File: config.mk
export PLATFORM = sky130hd
export DESIGN_NAME = nn_host_bridge
export DESIGN_NICKNAME = d
export VERILOG_FILES = /design/src/rtl/nn_host_bridge.sv
export SDC_FILE = /design/constraint.sdc
export NUM_CORES = 1
export LEC_CHECK = 0
export BUFFER_PORTS_ARGS = -buffer_cell sky130_fd_sc_hd__buf_2
export CAP_MARGIN = 10
export CORE_MARGIN = 5
export CORE_UTILIZATION = 50
export DETAILED_ROUTE_END_ITERATION = 10
export GPL_ROUTABILITY_DRIVEN = 0
export GPL_TIMING_DRIVEN = 0
export PLACE_DENSITY_LB_ADDON = 0.15
export SYNTH_ARGS = -nofsm -noshare
export SYNTH_HDL_FRONTEND = slang
export SYNTH_SLANG_ARGS = --single-unit
File: constraint.sdc
create_clock -name clk -period 5.4 [get_ports clk]
set_clock_uncertainty 0.2 [all_clocks]
set_input_delay 1.35 -clock clk [delete_from_list [all_inputs] [get_ports clk]]
set_output_delay 1.35 -clock clk [all_outputs]
set_load 0.05 [all_outputs]
File: src/rtl/nn_host_bridge.sv
`default_nettype none
// ============================================================================
// Module      : nn_host_bridge
// Description : CPU/neural-engine bridge: shared-RAM arbitration, run control
//               FSM, result capture, run-cycle counter and level interrupt.
// Revision    : 1.0 - initial release
// ============================================================================
module nn_host_bridge #(
    parameter int RAM_AW = 10,
    parameter int CNT_W  = 32
) (
    input  logic              clk,
    input  logic              reset,
    input  logic              cpu_re,
    input  logic              cpu_we,
    input  logic [11:0]       cpu_addr,
    input  logic [31:0]       cpu_wd,
    output logic [31:0]       cpu_rd,
    output logic              nn_run_inference,
    input  logic              nn_ready,
    input  logic [RAM_AW-1:0] nn_address,
    input  logic [7:0]        nn_wd,
    input  logic              nn_we,
    output logic [7:0]        nn_rd,
    output logic [RAM_AW-1:0] ram_address,
    output logic [7:0]        ram_wd,
    output logic              ram_we,
    input  logic [7:0]        ram_rd,
    output logic              irq
);

    localparam logic [1:0] c_IDLE  = 2'd0;
    localparam logic [1:0] c_START = 2'd1;
    localparam logic [1:0] c_RUN   = 2'd2;
    localparam logic [1:0] c_DONE  = 2'd3;

    localparam logic [11:0] c_ADDR_CTRL   = 12'h400;
    localparam logic [11:0] c_ADDR_STATUS = 12'h404;
    localparam logic [11:0] c_ADDR_RESULT = 12'h408;
    localparam logic [11:0] c_ADDR_CYCLES = 12'h40C;

    localparam logic [CNT_W-1:0] c_CNT_ONE = {{(CNT_W-1){1'b0}}, 1'b1};

    logic [1:0]       r_state;
    logic [1:0]       w_next_state;
    logic             r_irq_en;
    logic             r_err;
    logic [7:0]       r_result;
    logic [CNT_W-1:0] r_cycles;
    logic [31:0]      r_cpu_rd;

    logic             w_owner;
    logic             w_busy;
    logic             w_done;
    logic             w_pulse;
    logic             w_ram_hit;
    logic             w_ctrl_wr;
    logic             w_start_req;
    logic             w_clear_req;
    logic             w_err_set;
    logic [31:0]      w_cycles_rd;
    logic [31:0]      w_rd_data;
    logic             w_unused;

    assign w_ram_hit   = (cpu_addr[11:10] == 2'b00);
    assign w_ctrl_wr   = cpu_we && (cpu_addr == c_ADDR_CTRL);
    assign w_start_req = w_ctrl_wr & cpu_wd[0];
    assign w_clear_req = w_ctrl_wr & cpu_wd[1];
    assign w_err_set   = (w_start_req & w_busy) | (w_owner & w_ram_hit & (cpu_we | cpu_re));
    assign w_unused    = &{1'b0, cpu_wd[31:8]};

    // State register
    always_ff @(posedge clk or negedge reset) begin
        if (!reset) begin
            r_state <= c_IDLE;
        end else begin
            r_state <= w_next_state;
        end
    end

    // Next-state logic; in DONE a start request wins over clear_done
    always_comb begin
        w_next_state = r_state;
        case (r_state)
            c_IDLE:  if (w_start_req) w_next_state = c_START;
            c_START: w_next_state = c_RUN;
            c_RUN:   if (nn_ready) w_next_state = c_DONE;
            c_DONE: begin
                if (w_start_req) begin
                    w_next_state = c_START;
                end else if (w_clear_req) begin
                    w_next_state = c_IDLE;
                end
            end
            default: w_next_state = c_IDLE;
        endcase
    end

    // State-decoded outputs; ownership follows the state register so reset
    // hands the RAM back to the CPU without waiting for a clock edge
    always_comb begin
        w_owner = 1'b0;
        w_busy  = 1'b0;
        w_done  = 1'b0;
        w_pulse = 1'b0;
        case (r_state)
            c_START: begin
                w_owner = 1'b1;
                w_busy  = 1'b1;
                w_pulse = 1'b1;
            end
            c_RUN: begin
                w_owner = 1'b1;
                w_busy  = 1'b1;
            end
            c_DONE:  w_done = 1'b1;
            default: ;
        endcase
    end

    always_ff @(posedge clk or negedge reset) begin
        if (!reset) begin
            r_irq_en <= 1'b0;
            r_err    <= 1'b0;
            r_result <= 8'h00;
            r_cycles <= '0;
            r_cpu_rd <= 32'h0;
        end else begin
            if (w_ctrl_wr) begin
                r_irq_en <= cpu_wd[2];
            end
            if (w_err_set) begin
                r_err <= 1'b1;
            end else if (w_clear_req) begin
                r_err <= 1'b0;
            end
            if (nn_we && w_owner) begin
                r_result <= nn_wd;
            end
            if (r_state == c_START) begin
                r_cycles <= '0;
            end else if ((r_state == c_RUN) && (r_cycles != {CNT_W{1'b1}})) begin
                r_cycles <= r_cycles + c_CNT_ONE;
            end
            if (cpu_re) begin
                r_cpu_rd <= w_rd_data;
            end
        end
    end

    generate
        if (CNT_W >= 32) begin : g_cyc_trunc
            assign w_cycles_rd = r_cycles[31:0];
        end else begin : g_cyc_ext
            assign w_cycles_rd = {{(32-CNT_W){1'b0}}, r_cycles};
        end
    endgenerate

    // Read data reflects pre-write register values on a combined read/write
    always_comb begin
        w_rd_data = 32'h0;
        if (w_ram_hit) begin
            w_rd_data = w_owner ? 32'h0 : {24'h0, ram_rd};
        end else begin
            case (cpu_addr)
                c_ADDR_CTRL:   w_rd_data = {29'h0, r_irq_en, 2'b00};
                c_ADDR_STATUS: w_rd_data = {28'h0, r_err, w_done, w_busy, w_owner};
                c_ADDR_RESULT: w_rd_data = {24'h0, r_result};
                c_ADDR_CYCLES: w_rd_data = w_cycles_rd;
                default:       w_rd_data = 32'h0;
            endcase
        end
    end

    assign ram_address      = w_owner ? nn_address : cpu_addr[RAM_AW-1:0];
    assign ram_wd           = w_owner ? nn_wd : cpu_wd[7:0];
    assign ram_we           = w_owner ? nn_we : (cpu_we & w_ram_hit);
    assign nn_rd            = w_owner ? ram_rd : 8'h00;
    assign nn_run_inference = w_pulse;
    assign irq              = w_done & r_irq_en;
    assign cpu_rd           = r_cpu_rd;

endmodule
`default_nettype wire

==> impl_metrics.json <==
{
  "hp-class": "reg2reg",
  "viasPerCell": 5.54,
  "initial_utilization_pct": 51.0,
  "ant_nets": 0,
  "synth.largest_area_cell": "dfrtp_1",
  "die_h_um": 101,
  "finalHoldViolations": 0,
  "syn_nets": 530,
  "htreeDepth": 3,
  "crit_arrival_ps": 2930,
  "io_pins": 137,
  "tightest_slew_ps": 1130,
  "syn_to_final_growth_pct": 23.0,
  "cts_tree": "built",
  "netlist_area_sq_mm": 0.00415,
  "setup-tns-final_ps": 0,
  "clk_pin_slew_ps": 70,
  "post-place-ws_ps": 928,
  "cts-root-buf": "clkbuf_8",
  "synth_top_area_share_pct": 45.9,
  "fin_ws_ps": 921,
  "grt_usage_pct": 22.9,
  "power.leakage_nw": 2.32,
  "dr.pass1.iters": 4,
  "rsz0062_at_grt": "no",
  "critPathMaxFanout": 9,
  "relSlewSlack_pct": 24.3,
  "grt_first_pass_wirelength_mm": 18.4,
  "syn_inst": 448,
  "core_area_sq_mm": 0.00813,
  "critPathLaunchType": "primary input",
  "avgSynthCellArea_sq_um": 9.26,
  "status": "finished, final reports clean",
  "row_count": 33,
  "critPathCaptureType": "primary output",
  "critical_path_class": "in2out",
  "layout.nets": 654,
  "multiInputGateArea_sq_mm": 0.00203,
  "drv_cap": 0,
  "synth_ff_type": "dfrtp_1",
  "peakVddDrop_v": 0.000532,
  "path_cells": "buf_2, nor3_1, nand2_1, nand2_1, buf_2",
  "die_area_sq_mm": 0.0102,
  "routed_wl_mm": 11.2,
  "ys_types": 47,
  "antenna_found_initial": 0,
  "clock-sinks": 76,
  "clkLatencyLatePin_ps": 350,
  "p_per_area_mw_per_mm2": 460,
  "yosys_warnings": 0,
  "grt_pass1_vias": 3871,
  "finalSetupViolations": 0,
  "async_reset_ff_share_pct": 100,
  "synth-edff-count": 0,
  "seqCellArea_sq_mm": 0.00190,
  "io_buffers": 112,
  "clockBufferDepth": 2,
  "cts_setup_buffers": 0,
  "fin_crit_ps": 4480,
  "diodes": 0,
  "seq_area_frac_synth_pct": 45.9,
  "yosysMostFrequentCell": "dfrtp_1",
  "fp.dieW_um": 101,
  "grt_overflow": 0,
  "vias": 3774,
  "drive_gt1_share_pct": 29.0,
  "wl_per_cell_um": 16.4,
  "grt_max_degree": 42,
  "cts_buffers": 9,
  "critPathSlowestCell": "nor3_1",
  "required_ps": 3850,
  "critPathMaxStageDelay_ps": 910,
  "synth_seq_cells": 76,
  "maxClockFrequency_ghz": 0.223,
  "drc": 0,
  "drt_iter0_markers": 205,
  "slew_viol_final": 0,
  "cts_hold_buffers": 0,
  "synthTopCellsByArea": "dfrtp_1 (46%), mux2_2 (8.7%), o21ai_0 (4.5%)",
  "synth.top_cells.by_count": "dfrtp_1 (76), nand2_1 (45), nor2_1 (40)",
  "num-fill-cells": 748,
  "post_cts_resized": 0,
  "fin_crit_sh_pct": 82.9,
  "hpwl_mm": 8.56
}
==> through the flow <==
step	util [%]	total power [W]	hold WS, ps	area (sq um)	instances
final	62.7	0.00235	309	5100	681
after global routing	62.7	0.00246	317	5100	681
after floorplan	-	0.00156	262	4150	448
after detailed placement	59.8	0.00183	287	4860	666
after global placement	59.5	0.00181	282	4840	665
after CTS	62.7	0.00236	306	5100	681
==> cells by family after synthesis <==
kind of cell	share of synthesized area [%]
and+or+nand+nor	21.0
AOI/OAI and AO/OA	12.6
DFF	45.9
buffers and inverters	5.22
muxes	10.4
xor gates and xnor gates	3.17
adders and majority gates	1.81
==> area by class of cell <==
cell class	instances	share of cell area (%)
clock buffers	11	2.77
repair buffers	113	11.4
plain buffers	26	2.04
multi-input cells	316	39.8
flip-flops and latches	76	37.3
well taps	105	2.58
clock inverters	4	1.91
inverters	30	2.21
==> power breakdown <==
part	switching, W	total [W]	internal [W]
registers	0.0000482	0.000676	0.000628
logic	0.000803	0.00115	0.000344
clock network	0.000207	0.000524	0.000317
total	0.00106	0.00235	0.00129
==> cell usage in the layout (no fill, tap or decap), drive strengths merged, types with 2 or more instances in the layout <==
cell / synthesis / layout
a211oi: 5 / 5
bufinv: 0 / 3
nand2: 45 / 45
mux2i: 7 / 7
o21ai: 37 / 37
o31ai: 3 / 3
nor4: 8 / 8
inv: 30 / 30
a31oi: 7 / 7
nand3: 12 / 12
or4: 4 / 4
and4: 6 / 6
nor3: 4 / 4
a31o: 2 / 2
xnor2: 13 / 13
or3: 8 / 8
xor2: 2 / 2
nor2b: 4 / 4
mux2: 32 / 32
o21bai: 2 / 2
clkbuf: 19 / 30
nor2: 40 / 40
a21oi: 20 / 20
a22o: 2 / 2
dfrtp: 76 / 76
nand4: 13 / 13
o22a: 2 / 2
nand2b: 3 / 3
and2: 11 / 11
ha: 6 / 6
and3: 7 / 7
buf: 7 / 120
==> flip-flops by register name (all words and copies together) (netlist names) <==
| name | count |
|---|---|
| r_err | 1 |
| r_irq_en | 1 |
| r_state | 2 |
| r_cycles | 32 |
| cpu_rd | 32 |
| r_result | 8 |
==> routing by layer <==
metal | GRT usage (%) | part of all wire [%] | vias up
met2 | 39.0 | 49 | 149
met1 | 28.4 | 42 | 1785
li1 | - | - | 1822
met5 | 0 | 0 | -
met3 | 4.98 | 6.4 | 18
met4 | 8.38 | 1.8 | 0
==> path summary, 6_finish.rpt <==
path | endpoint | from | cells after the start | slack, ps
min in group asynchronous | cpu_rd[23] | reset | 1 | 750
worst max-delay path | ram_we | cpu_addr[11] | 5 | 920
worst min-delay path | r_result[0] | r_result[0] | 1 | 310
worst min register to register | r_result[0] | r_result[0] | 1 | 310
max in group asynchronous | r_cycles[0] | reset | 2 | 3670
worst max register to register | r_cycles[23] | r_cycles[13] | 7 | 2570
==> critical path, delay by kind of cell <==
kind | cells | cell delay, ps
buffers and inverters | 2 | 400
AND/OR/NAND/NOR | 3 | 1170
Note: power is estimated with default switching activity, not from simulation.
